===== src/rtl/z80_bus_pkg.sv =====
// Shared definitions for the Z80 bus initiator: request op codes, bus state
// encoding, the strobe bundle and the refresh address layout.
package z80_bus_pkg;

  // Request op encoding (values 5..7 are illegal)
  localparam logic [2:0] OP_MEMRD = 3'd0;
  localparam logic [2:0] OP_MEMWR = 3'd1;
  localparam logic [2:0] OP_IORD  = 3'd2;
  localparam logic [2:0] OP_IOWR  = 3'd3;
  localparam logic [2:0] OP_FETCH = 3'd4;

  // One state per T-state of a Z80 machine cycle; TWA is the automatic IO wait
  typedef enum logic [2:0] {
    ST_IDLE,
    ST_T1,
    ST_T2,
    ST_TWA,
    ST_TW,
    ST_T3,
    ST_T4
  } state_e;

  // Active-low bus strobes, bundled so they can be registered as one value
  typedef struct packed {
    logic mreq_b;
    logic ioreq_b;
    logic rd_b;
    logic wr_b;
    logic m1_b;
    logic rfsh_b;
  } strobes_t;

  localparam strobes_t STROBES_IDLE = '1;

  // Refresh address: 7-bit R counter in the low bits, upper bits zero
  localparam int REFRESH_R_W   = 7;
  localparam int REFRESH_PAD_W = 16 - REFRESH_R_W;

  function automatic logic [15:0] refresh_addr(input logic [REFRESH_R_W-1:0] r);
    return {{REFRESH_PAD_W{1'b0}}, r};
  endfunction

  function automatic logic op_is_legal(input logic [2:0] op);
    return op <= OP_FETCH;
  endfunction

  function automatic logic op_is_io(input logic [2:0] op);
    return (op == OP_IORD) || (op == OP_IOWR);
  endfunction

  function automatic logic op_is_write(input logic [2:0] op);
    return (op == OP_MEMWR) || (op == OP_IOWR);
  endfunction

  // Any op that drives RD_B low (includes opcode fetch)
  function automatic logic op_is_read(input logic [2:0] op);
    return (op == OP_MEMRD) || (op == OP_IORD) || (op == OP_FETCH);
  endfunction

endpackage


===== src/rtl/z80_wait_timer.sv =====
// Counts READY-low wait states of one bus cycle and flags a timeout once
// MAX_WAIT wait states have elapsed with READY still low.
module z80_wait_timer #(
  parameter int MAX_WAIT = 255
) (
  input  logic clk,
  input  logic rst,
  input  logic clr,        // restart for a new bus cycle
  input  logic step,       // READY sampled low at a sampling point
  output logic expired,    // count has reached MAX_WAIT
  output logic timed_out   // READY was still low with the count at MAX_WAIT
);

  localparam logic [7:0] LIMIT = 8'(MAX_WAIT);

  logic [7:0] count;

  assign expired = (count == LIMIT);

  // Wait counter and sticky timeout flag, restarted at the start of each cycle
  always_ff @(posedge clk) begin
    // NOTE: every register here is assigned with <= so all of them update from
    // the same pre-edge values; a blocking = would let later lines see new ones.
    if (rst) begin
      count     <= 8'd0;
      timed_out <= 1'b0;
    end else if (clr) begin
      count     <= 8'd0;
      timed_out <= 1'b0;
    end else if (step) begin
      if (expired) timed_out <= 1'b1;
      else         count     <= count + 8'd1;
    end
  end

endmodule


===== src/rtl/z80_bus_initiator.sv =====
// Z80 bus cycle generator: turns single-transfer requests into memory, IO and
// opcode-fetch machine cycles with READY wait states and refresh.
module z80_bus_initiator
  import z80_bus_pkg::*;
#(
  parameter int MAX_WAIT     = 255,
  parameter bit IO_AUTO_WAIT = 1'b1
) (
  input  logic        CLK,
  input  logic        RESET,
  input  logic        req_valid,
  output logic        req_ready,
  input  logic [2:0]  req_op,
  input  logic [15:0] req_addr,
  input  logic [7:0]  req_wdata,
  output logic        rsp_valid,
  output logic [7:0]  rsp_rdata,
  output logic        rsp_err,
  output logic [15:0] A,
  output logic [7:0]  D_OUT,
  output logic        D_OE,
  input  logic [7:0]  D_IN,
  output logic        MREQ_B,
  output logic        IOREQ_B,
  output logic        RD_B,
  output logic        WR_B,
  output logic        M1_B,
  output logic        RFSH_B,
  input  logic        READY
);

  state_e      state, state_nxt;
  logic [2:0]  op_q;
  logic [15:0] addr_q;
  logic [7:0]  wdata_q;
  logic [7:0]  fetch_q;
  logic [REFRESH_R_W-1:0] r_q;
  strobes_t    strobes_q, strobes_nxt;
  logic [15:0] a_nxt;
  logic [7:0]  dout_nxt;
  logic        doe_nxt;

  logic        accept;
  logic [2:0]  cur_op;
  logic [15:0] cur_addr;
  logic [7:0]  cur_wdata;
  logic        io_auto;
  logic        sample_ready;
  logic        wait_step;
  logic        wait_expired;
  logic        timed_out;
  logic        completing;

  assign accept  = req_valid & req_ready;
  assign io_auto = IO_AUTO_WAIT && op_is_io(op_q);

  // READY is looked at on the last T2 (unless IO auto-waits), TWA and each TW
  assign sample_ready = ((state == ST_T2) && !io_auto) ||
                        (state == ST_TWA) || (state == ST_TW);
  assign wait_step    = sample_ready & ~READY;

  // A bus cycle ends when the FSM drops back to IDLE from T3 or T4
  assign completing = (state != ST_IDLE) && (state_nxt == ST_IDLE);

  z80_wait_timer #(.MAX_WAIT(MAX_WAIT)) u_wait_timer (
    .clk       (CLK),
    .rst       (RESET),
    .clr       (state == ST_T1),
    .step      (wait_step),
    .expired   (wait_expired),
    .timed_out (timed_out)
  );

  // Request fields as seen by the next state: live on the accept edge, else registered
  always_comb begin
    // NOTE: every always_comb output gets a default first, so no path through
    // the block leaves it unassigned and no latch is inferred.
    cur_op    = op_q;
    cur_addr  = addr_q;
    cur_wdata = wdata_q;
    if (accept) begin
      cur_op    = req_op;
      cur_addr  = req_addr;
      cur_wdata = req_wdata;
    end
  end

  // Next-state sequencing through T1, T2, wait states, T3 and refresh T4
  always_comb begin
    state_nxt = state;
    case (state)
      ST_IDLE: if (accept) state_nxt = op_is_legal(req_op) ? ST_T1 : ST_IDLE;
      ST_T1:   state_nxt = ST_T2;
      ST_T2: begin
        if (io_auto)    state_nxt = ST_TWA;
        else if (READY) state_nxt = ST_T3;
        else            state_nxt = ST_TW;
      end
      ST_TWA:  state_nxt = READY ? ST_T3 : ST_TW;
      ST_TW:   state_nxt = (READY || wait_expired) ? ST_T3 : ST_TW;
      ST_T3:   state_nxt = (op_q == OP_FETCH) ? ST_T4 : ST_IDLE;
      ST_T4:   state_nxt = ST_IDLE;
      default: state_nxt = ST_IDLE;
    endcase
  end

  // Bus pin values for the state about to be entered, registered below
  always_comb begin
    strobes_nxt = STROBES_IDLE;
    a_nxt       = A;
    dout_nxt    = D_OUT;
    doe_nxt     = 1'b0;
    case (state_nxt)
      ST_T1: begin
        a_nxt              = cur_addr;
        doe_nxt            = op_is_write(cur_op);
        dout_nxt           = cur_wdata;
        strobes_nxt.m1_b   = (cur_op != OP_FETCH);
      end
      ST_T2, ST_TWA, ST_TW, ST_T3: begin
        if ((state_nxt == ST_T3) && (cur_op == OP_FETCH)) begin
          a_nxt              = refresh_addr(r_q);
          strobes_nxt.rfsh_b = 1'b0;
        end else begin
          a_nxt               = cur_addr;
          doe_nxt             = op_is_write(cur_op);
          dout_nxt            = cur_wdata;
          strobes_nxt.mreq_b  = op_is_io(cur_op);
          strobes_nxt.ioreq_b = !op_is_io(cur_op);
          strobes_nxt.rd_b    = !op_is_read(cur_op);
          strobes_nxt.wr_b    = !op_is_write(cur_op);
          strobes_nxt.m1_b    = (cur_op != OP_FETCH);
        end
      end
      ST_T4: begin
        a_nxt              = refresh_addr(r_q);
        strobes_nxt.rfsh_b = 1'b0;
        strobes_nxt.mreq_b = 1'b0;
      end
      default: ;
    endcase
  end

  // Single registered FSM: state, request capture, bus pins and response
  always_ff @(posedge CLK) begin
    if (RESET) begin
      state     <= ST_IDLE;
      op_q      <= OP_MEMRD;
      addr_q    <= 16'h0000;
      wdata_q   <= 8'h00;
      fetch_q   <= 8'h00;
      r_q       <= '0;
      strobes_q <= STROBES_IDLE;
      A         <= 16'h0000;
      D_OUT     <= 8'h00;
      D_OE      <= 1'b0;
      req_ready <= 1'b1;
      rsp_valid <= 1'b0;
      rsp_err   <= 1'b0;
      rsp_rdata <= 8'h00;
    end else begin
      state     <= state_nxt;
      strobes_q <= strobes_nxt;
      A         <= a_nxt;
      D_OUT     <= dout_nxt;
      D_OE      <= doe_nxt;
      req_ready <= (state_nxt == ST_IDLE);

      if (accept) begin
        op_q    <= req_op;
        addr_q  <= req_addr;
        wdata_q <= req_wdata;
      end

      // Opcode byte is taken on the last T2/TW, before refresh takes the bus
      if ((op_q == OP_FETCH) && (state_nxt == ST_T3) &&
          ((state == ST_T2) || (state == ST_TW)))
        fetch_q <= D_IN;

      if ((state == ST_T3) && ((op_q == OP_MEMRD) || (op_q == OP_IORD)))
        rsp_rdata <= D_IN;
      else if (state == ST_T4)
        rsp_rdata <= fetch_q;

      if (state == ST_T4)
        r_q <= r_q + 1'b1;

      if (accept && !op_is_legal(req_op)) begin
        rsp_valid <= 1'b1;
        rsp_err   <= 1'b1;
      end else begin
        rsp_valid <= completing;
        rsp_err   <= completing & timed_out;
      end
    end
  end

  assign MREQ_B  = strobes_q.mreq_b;
  assign IOREQ_B = strobes_q.ioreq_b;
  assign RD_B    = strobes_q.rd_b;
  assign WR_B    = strobes_q.wr_b;
  assign M1_B    = strobes_q.m1_b;
  assign RFSH_B  = strobes_q.rfsh_b;

endmodule


===== config.mk =====
export PLATFORM = sky130hd
export DESIGN_NAME = z80_bus_initiator
export DESIGN_NICKNAME = d
export VERILOG_FILES = /design/src/rtl/z80_bus_pkg.sv /design/src/rtl/z80_wait_timer.sv /design/src/rtl/z80_bus_initiator.sv
export SDC_FILE = /design/constraint.sdc
export NUM_CORES = 1
export LEC_CHECK = 0
export CORE_MARGIN = 2
export CORE_UTILIZATION = 35
export DETAILED_ROUTE_END_ITERATION = 8
export PLACE_DENSITY = 0.57
export SLEW_MARGIN = 20
export SYNTH_ARGS = -nofsm -noshare
export SYNTH_HDL_FRONTEND = slang
export SYNTH_SLANG_ARGS = --single-unit

===== constraint.sdc =====
create_clock -name CLK -period 5.2 [get_ports CLK]
set_clock_uncertainty 0.2 [all_clocks]
set_input_delay 1.04 -clock CLK [delete_from_list [all_inputs] [get_ports CLK]]
set_output_delay 1.04 -clock CLK [all_outputs]
set_load 0.01 [all_outputs]

==> impl_metrics.py, run 1 <==
metrics = {
    "logic_synthesis": {
        "synth_cell_types": 52,
        "synth_top_family_by_area": "simple AND/OR/NAND/NOR gates",
        "synth_seq_cells": 96,
        "synth_xor_xnor_area_share": 0.0267,
        "ys_seq_area_frac": 0.488,
        "synth_fa_ha_area_frac": 0.00636,
        "synth_mux_area_frac": 0.0969,
        "synth_cells": 434,
        "yosys.area_share.simple": 0.208,
        "synth-edff-count": 0,
        "avgSynthCellArea_um2": 9.07,
        "netlist_area_mm2": 0.00394,
        "synth_warnings": 0,
        "synth-compound-area-share": 0.133,
        "yosys_most_used_dff": "dfxtp_1",
        "async_flop_share": 0,
        "synth_fp_nets": 475,
    },
    "die": {
        "die_area_mm2": 0.0121,
        "initial_core_util": 0.362,
        "ios": 81,
        "core_mm2": 0.0109,
        "core.rowCount": 38,
        "die_y_um": 110,
        "die_w_um": 110,
    },
    "place": {
        "dp_hpwl_um": 6180,
        "place_congestion": 0.801,
        "post-place-cells": 633,
        "place_area_mm2": 0.00483,
        "port-buffer-count": 80,
    },
    "route": {
        "firstDrtPassIters": 6,
        "ant_nets": 0,
        "first_iter_violations": 70,
        "drc": 0,
        "dr_total_vias": 3173,
        "avgViaCountPerCell": 4.89,
        "drt-total-wl_um": 8790,
        "wl_per_cell_um": 13.5,
    },
    "finish": {
        "layout-drive-gt1-share": 0.0766,
        "layout_commonest_cell": "dfxtp_1",
        "fin_cells": 649,
        "nets": 545,
        "layout_common_cells": "dfxtp_1, clkdlybuf4s50_1, nor2_1",
        "design_area_mm2": 0.00507,
        "fillers": 1083,
        "diodes": 0,
        "area_delta_synth_final_pct": 28.7,
    },
    "cts": {
        "hold_buffers": 0,
        "clkLatencyLatePin_ns": 0.36,
        "cts_max_path_buffers": 2,
        "cts_buffers": 9,
        "clkTransAtPathRegs_ns": 0.10,
        "cts.sinks": 96,
        "cts_tree": "built",
        "cts_resized": 0,
        "root_buffer": "clkbuf_8",
        "cts.htree.levels": 3,
        "cts_setup_buffers": 0,
    },
    "pwr": {
        "power.total_mw": 1.85,
        "p_leak_nw": 1.84,
        "ir_drop_mv": 0.146,
        "p_per_area_mw_per_mm2": 366,
    },
    "outcome": {
        "status": "finished clean",
    },
    "sta": {
        "finalHoldViolCount": 0,
        "max_freq_mhz": 292,
        "maxSlewViolCount": 0,
        "layout_min_cycle_time_ns": 3.43,
        "relSlewSlack": 0.359,
        "setup_tns_ns": 0,
        "setup_viol": 0,
        "tightestPinTransition_ns": 0.962,
        "period_share": 0.659,
        "grt_setup_unrepaired": "false",
    },
    "critical_path": {
        "cpLargestDelayFamily": "simple AND/OR/NAND/NOR gates",
        "critPathMaxFanout": 10,
        "path_class": "input port to flop",
        "path_buf_inv": 1,
        "path_cells": "clkdlybuf4s50_1 -> nand2_2 -> o31a_1 -> o32a_1 -> nor4_4 -> mux2i_1 -> nor2_1",
        "worstReg2RegStart": "op_q[2]",
        "slowest_stage": "nor4_4",
        "end_kind": "flop",
        "required_ns": 5.25,
        "arrival_ns": 3.47,
        "max_stage_delay_ns": 0.70,
        "worstSetupStartpoint": "req_valid",
        "critPathLaunchType": "input port",
    },
    "global_routing": {
        "antenna_found_initial": 0,
        "grt_pass1_wl_um": 14400,
        "grt_pass1_vias": 3067,
        "grtUsageTotal": 0.154,
        "grt_max_degree": 53,
        "overflow": 0,
    },
    "flow_run": {
        "maxCapViolCount": 0,
    },
    "hold_path": {
        "hold_start": "wdata_q[1]",
        "hp-class": "flop to flop",
    },
}
-- synth_stat cells, types with 2 or more instances --
cell type,n,area share
or3b_1,2,0.0044
or3_1,5,0.0079
o21ai_0,5,0.0064
nand4_1,4,0.0064
nand2b_1,10,0.016
ha_1,2,0.0064
and3_1,2,0.0032
o21bai_1,2,0.0038
o31ai_1,2,0.0038
o32ai_1,6,0.013
and2_1,2,0.0032
o2111a_1,6,0.017
nand2_1,53,0.051
nor2b_1,9,0.014
nor3_1,5,0.0064
clkbuf_1,13,0.012
buf_2,6,0.0076
buf_4,2,0.0038
xnor2_1,8,0.018
a211oi_1,9,0.017
xor2_1,4,0.0089
buf_1,4,0.0038
mux2_2,9,0.026
a21oi_1,30,0.038
mux2i_1,28,0.071
nor2_1,74,0.071
o22a_1,2,0.0044
dfxtp_1,96,0.49
nand3_1,2,0.0025
inv_1,10,0.0095
-- area by class of cell --
| type | instances | area, um^2 | share of cell area |
|---|---|---|---|
| multi-input combinational | 302 | 1860 | 0.368 |
| clock inverter | 5 | 86.3 | 0.0170 |
| clock buffer | 11 | 151 | 0.0299 |
| inverter | 10 | 37.5 | 0.00741 |
| timing repair buffer | 85 | 833 | 0.164 |
| tap | 140 | 175 | 0.0346 |
| sequential | 96 | 1920 | 0.379 |
-- stage by stage --
step                setup WS, ns  hold slack, ns  utilization
global placement            1.44           0.253        0.444
detailed placement          1.38           0.254        0.444
global route                1.61           0.286        0.466
floorplan                   2.17           0.235            -
CTS                         1.77           0.269        0.466
finish                      1.77           0.269        0.466
-- path summary, 6_finish.rpt --
| check | endpoint | slack, ns | depth (start not counted) |
|---|---|---|---|
| worst max-delay path | fetch_q[4] | 1.77 | 7 |
| worst min-delay path | wdata_q[1] | 0.27 | 2 |
| worst max register to register | M1_B | 2.35 | 8 |
| worst min register to register | wdata_q[1] | 0.27 | 2 |
-- state kept, by name (all words and copies together) (netlist names) --
register                count
RFSH_B                      1
rsp_valid                   1
addr_q                     16
fetch_q                     8
IOREQ_B                     1
r_q                         7
RD_B                        1
D_OUT                       8
A                          16
MREQ_B                      1
D_OE                        1
op_q                        3
rsp_rdata                   8
WR_B                        1
M1_B                        1
u_wait_timer.count          8
u_wait_timer.timed_out      1
state                       3
req_ready                   1
wdata_q                     8
rsp_err                     1
-- metal layers --
layer | routed length (um) | global-route usage
met3 | 474 | 0.0317
met5 | 0 | 0
met4 | 206 | 0.0705
met1 | 4190 | 0.204
met2 | 3920 | 0.241
-- worst min-delay path, cell delays in order, from the launching register on --
cell,delay (ns)
dfxtp_1,0.31
nand2_1,0.05
a21oi_1,0.07
-- cell families after synthesis --
group	after synthesis
DFF	96
adders and majority gates	2
xor gates and xnor gates	12
buffers and inverters	36
muxes	37
AOI/OAI and AO/OA	73
and+or+nand+nor	178
-- where the power goes --
group	leakage [nW]	switching [mW]	internal [mW]
clock network	0.121	0.264	0.302
logic	0.932	0.213	0.222
registers	0.784	0.0436	0.809
Power figures use the tool's default switching activity.
==> run 2, diff against run 1 <==
--- a/config.mk
+++ b/config.mk
@@ -8,7 +8,7 @@
 export CORE_MARGIN = 2
 export CORE_UTILIZATION = 35
 export DETAILED_ROUTE_END_ITERATION = 8
-export PLACE_DENSITY = 0.57
+export PLACE_DENSITY = 0.59
 export SLEW_MARGIN = 20
 export SYNTH_ARGS = -nofsm -noshare
 export SYNTH_HDL_FRONTEND = slang
==> constraint.sdc (replaced) <==
create_clock -name CLK -period 3 [get_ports CLK]
set_clock_uncertainty 0.2 [all_clocks]
set_input_delay 0.6 -clock CLK [delete_from_list [all_inputs] [get_ports CLK]]
set_output_delay 0.6 -clock CLK [all_outputs]
set_load 0.01 [all_outputs]
==> impl_metrics.py, run 2 (synthesis results as in run 1) <==
metrics = {
    "route": {
        "ant_nets": 0,
        "firstDrtPassIters": 4,
        "drt-total-wl_um": 9040,
        "wl_per_cell_um": 13.6,
        "drc": 0,
        "first_iter_violations": 94,
        "avgViaCountPerCell": 4.87,
        "dr_total_vias": 3246,
    },
    "global_routing": {
        "grt_max_degree": 34,
        "overflow": 0,
        "grt_pass1_vias": 3114,
        "grtUsageTotal": 0.156,
        "antenna_found_initial": 0,
        "grt_pass1_wl_um": 14800,
    },
    "pwr": {
        "ir_drop_mv": 0.263,
        "p_per_area_mw_per_mm2": 617,
        "p_leak_nw": 1.91,
    },
    "critical_path": {
        "critPathMaxFanout": 11,
        "required_ns": 3.05,
        "end_kind": "flop",
        "cpMostUsedCell": "buf_4",
        "slowest_stage": "clkdlybuf4s50_1",
        "critPathLaunchType": "input port",
        "path_class": "input port to flop",
        "crit_end": "A[6]",
        "arrival_ns": 2.67,
        "rr_endpoint": "u_wait_timer.count[7]",
        "r2r_slack_ns": 0.45,
        "path_cells": "clkdlybuf4s50_1 -> o21a_1 -> o31a_1 -> o32a_1 -> buf_4 -> o21ai_0 -> buf_4 -> o22ai_1 -> o22a_1",
        "worstSetupStartpoint": "req_op[1]",
        "max_stage_delay_ns": 0.43,
        "worstReg2RegStart": "state[0]",
        "rr_worst_depth": 6,
    },
    "finish": {
        "area_delta_synth_final_pct": 32.2,
        "layout-drive-gt1-share": 0.105,
        "fillers": 1048,
        "layout_commonest_cell": "dfxtp_1",
        "largestRegisters": "A (16), addr_q (16)",
        "nets": 562,
        "layout_common_cells": "dfxtp_1, clkdlybuf4s50_1, nor2_1",
        "diodes": 0,
    },
    "cts": {
        "cts_max_path_buffers": 2,
        "cts_setup_buffers": 0,
        "cts.sinks": 96,
        "cts_buffers": 9,
        "cts.htree.levels": 3,
        "root_buffer": "clkbuf_8",
        "clkLatencyLatePin_ns": 0.36,
        "cts_resized": 0,
        "clkTransAtPathRegs_ns": 0.09,
        "hold_buffers": 0,
        "cts_tree": "built",
    },
    "sta": {
        "relSlewSlack": 0.516,
        "setup_viol": 0,
        "layout_min_cycle_time_ns": 2.62,
        "max_freq_mhz": 382,
        "grt_setup_unrepaired": "false",
        "final.setup.worst_slack_ns": 0.379,
        "period_share": 0.874,
        "maxSlewViolCount": 0,
        "tightestPinTransition_ns": 0.724,
        "finalHoldViolCount": 0,
        "setup_tns_ns": 0,
    },
    "die": {
        "die_y_um": 110,
        "ios": 81,
        "die_area_mm2": 0.0121,
        "core_mm2": 0.0109,
        "initial_core_util": 0.362,
        "core.rowCount": 38,
        "die_w_um": 110,
    },
    "place": {
        "dp_hpwl_um": 6500,
        "place_congestion": 0.787,
        "dp_slack_ns": -0.0131,
        "port-buffer-count": 80,
    },
    "outcome": {
        "status": "finished clean",
    },
    "hold_path": {
        "hp-class": "flop to flop",
    },
    "flow_run": {
        "maxCapViolCount": 0,
    },
}
[run 2: cell types whose count changed in the layout (fill, tap and decap cells not counted), sizes merged]
cell / before / now
clkbuf: 11 / 10
clkinvlp: 0 / 2
inv: 12 / 11
buf: 6 / 23
[run 2: how the worst min path moves through the flow]
stage | from | endpoint | slack (ns) | cells after the start
floorplan | wdata_q[0] | wdata_q[0] | 0.24 | 2
global placement | wdata_q[2] | wdata_q[2] | 0.24 | 2
detailed placement | wdata_q[5] | wdata_q[5] | 0.25 | 2
CTS | wdata_q[5] | wdata_q[5] | 0.26 | 2
global route | wdata_q[5] | wdata_q[5] | 0.29 | 2
finish | wdata_q[1] | wdata_q[1] | 0.26 | 2
[run 2: layout make-up]
cell class / count / area [um^2] / area share
flip-flops and latches: 96 / 1920 / 0.369
multi-input cells: 302 / 1860 / 0.358
clock inverters: 6 / 92.6 / 0.0178
well taps: 140 / 175 / 0.0337
clock buffers: 10 / 128 / 0.0245
repair buffers: 102 / 986 / 0.189
inverters: 10 / 37.5 / 0.00721
[run 2: worst max-delay path, delay by kind of cell]
| kind | cells | cell delay, ns |
|---|---|---|
| AOI/OAI and AO/OA | 6 | 1.25 |
| buffers and inverters | 3 | 0.82 |
[run 2: layer usage]
| metal | vias up | part of all wire | track usage |
|---|---|---|---|
| met1 | 1525 | 0.49 | 0.209 |
| met3 | 8 | 0.043 | 0.0359 |
| li1 | 1658 | - | - |
| met5 | - | 0 | 0 |
| met4 | 0 | 0.011 | 0.0497 |
| met2 | 55 | 0.45 | 0.248 |
[run 2: per-stage QoR]
| stage | hold WS [ns] | utilization | instances | power, mW | instance area (um^2) |
|---|---|---|---|---|---|
| after floorplan | 0.235 | - | 434 | 1.95 | 3940 |
| after global placement | 0.243 | 0.458 | 650 | 2.31 | 4980 |
| after detailed placement | 0.251 | 0.458 | 650 | 2.32 | 4980 |
| after CTS | 0.265 | 0.478 | 666 | 3.25 | 5200 |
| after global routing | 0.290 | 0.478 | 666 | 3.40 | 5200 |
| final | 0.261 | 0.478 | 666 | 3.21 | 5200 |
[run 2: power breakdown]
group | leakage [nW] | switching, mW | internal, mW
Combinational | 1.02 | 0.383 | 0.425
Sequential | 0.784 | 0.0758 | 1.40
Clock | 0.103 | 0.451 | 0.474
==> run 3, diff against run 2 <==
--- a/config.mk
+++ b/config.mk
@@ -5,10 +5,11 @@
 export SDC_FILE = /design/constraint.sdc
 export NUM_CORES = 1
 export LEC_CHECK = 0
+export ABC_AREA = 0
 export CORE_MARGIN = 2
 export CORE_UTILIZATION = 35
 export DETAILED_ROUTE_END_ITERATION = 8
-export PLACE_DENSITY = 0.59
+export PLACE_DENSITY = 0.63
 export SLEW_MARGIN = 20
 export SYNTH_ARGS = -nofsm -noshare
 export SYNTH_HDL_FRONTEND = slang
==> impl_metrics.py, run 3 (synthesis results as in run 1) <==
metrics = {
    "sta": {
        "tightestPinTransition_ns": 0.740,
        "maxSlewViolCount": 0,
        "relSlewSlack": 0.504,
        "layout_min_cycle_time_ns": 2.68,
        "max_freq_mhz": 373,
        "final.setup.worst_slack_ns": 0.322,
        "grt_setup_unrepaired": "false",
        "setup_tns_ns": 0,
        "hold_slack_ns": 0.264,
        "finalHoldViolCount": 0,
        "setup_viol": 0,
        "period_share": 0.893,
    },
    "cts": {
        "cts.htree.levels": 3,
        "cts_setup_buffers": 0,
        "root_buffer": "clkbuf_8",
        "cts_resized": 0,
        "clkLatencyLatePin_ns": 0.37,
        "cts_tree": "built",
        "hold_buffers": 0,
        "cts.sinks": 96,
        "clkTransAtPathRegs_ns": 0.11,
        "cts_buffers": 9,
        "cts_max_path_buffers": 2,
    },
    "route": {
        "dr_total_vias": 3234,
        "avgViaCountPerCell": 4.85,
        "firstDrtPassIters": 4,
        "wl_per_cell_um": 13.5,
        "ant_nets": 0,
        "drt-total-wl_um": 9000,
        "first_iter_violations": 142,
        "drc": 0,
    },
    "pwr": {
        "power.total_mw": 3.14,
        "p_per_area_mw_per_mm2": 601,
        "p_leak_nw": 1.92,
        "ir_drop_mv": 0.275,
    },
    "critical_path": {
        "critPathLaunchType": "flop",
        "required_ns": 3.09,
        "arrival_ns": 2.76,
        "critPathMaxFanout": 19,
        "end_kind": "flop",
        "path_class": "flop to flop",
        "rr_worst_depth": 7,
        "r2r_slack_ns": 0.32,
        "rr_endpoint": "A[13]",
        "worstReg2RegStart": "op_q[2]",
    },
    "die": {
        "core_mm2": 0.0109,
        "die_w_um": 110,
        "die_y_um": 110,
        "ios": 81,
        "initial_core_util": 0.362,
        "core.rowCount": 38,
        "die_area_mm2": 0.0121,
    },
    "global_routing": {
        "grtUsageTotal": 0.157,
        "grt_pass1_vias": 3081,
        "overflow": 0,
        "grt_pass1_wl_um": 14700,
        "grt_max_degree": 36,
        "antenna_found_initial": 1,
    },
    "finish": {
        "area_delta_synth_final_pct": 32.4,
        "fin_cells": 667,
        "post-route-util": 0.479,
        "ff_latch_area_mm2": 0.00192,
        "design_area_mm2": 0.00521,
        "nets": 562,
        "largestRegisters": "A (16), addr_q (16)",
        "multi_input_area_mm2": 0.00187,
        "fillers": 1042,
        "layout_common_cells": "dfxtp_1, clkdlybuf4s50_1, nor2_1",
        "layout_commonest_cell": "dfxtp_1",
        "layout-drive-gt1-share": 0.108,
    },
    "place": {
        "place_congestion": 0.799,
        "post-place-cells": 650,
        "port-buffer-count": 80,
        "dp_hpwl_um": 6480,
        "dp_slack_ns": -0.00434,
        "place_area_mm2": 0.00501,
    },
    "outcome": {
        "status": "finished clean",
    },
    "hold_path": {
        "holdPathStages": 2,
        "hp-class": "flop to flop",
        "hold_start": "wdata_q[3]",
        "whs_endpoint": "wdata_q[3]",
    },
    "flow_run": {
        "maxCapViolCount": 0,
    },
}
-- run 3: where the power goes --
| part | total, mW | switching, mW | internal [mW] |
|---|---|---|---|
| logic | 0.824 | 0.383 | 0.440 |
| clock network | 0.828 | 0.499 | 0.329 |
| registers | 1.48 | 0.0809 | 1.40 |
-- run 3: worst max path at each step --
stage / start / end / cells past startpoint
finish: op_q[2] / A[13] / 7
detailed placement: req_op[0] / D_OUT[2] / 8
global placement: req_op[1] / D_OUT[2] / 8
floorplan: req_op[0] / fetch_q[0] / 7
CTS: op_q[2] / A[13] / 7
global route: op_q[2] / A[13] / 7
-- run 3: worst max-delay path, stage by stage, from the launching register on --
cell and delay (ns):
dfxtp_1 0.47, or3b_1 0.52, a31oi_2 0.36, o31ai_2 0.24, nand2_1 0.23, buf_4 0.27, nor2_1 0.06, a211oi_1 0.23
-- run 3: final cells by class --
class	count	area share
clock buffer	9	0.0238
sequential	96	0.369
antenna	1	0.000480
clock inverter	7	0.0142
timing repair buffer	102	0.194
tap	140	0.0336
inverter	10	0.00720
multi-input combinational	302	0.358
-- run 3: routing by layer --
metal  global-route usage  part of all wire
met5                    0                 0
met1                0.205              0.47
met3               0.0435             0.046
met4               0.0497            0.0087
met2                0.249              0.48
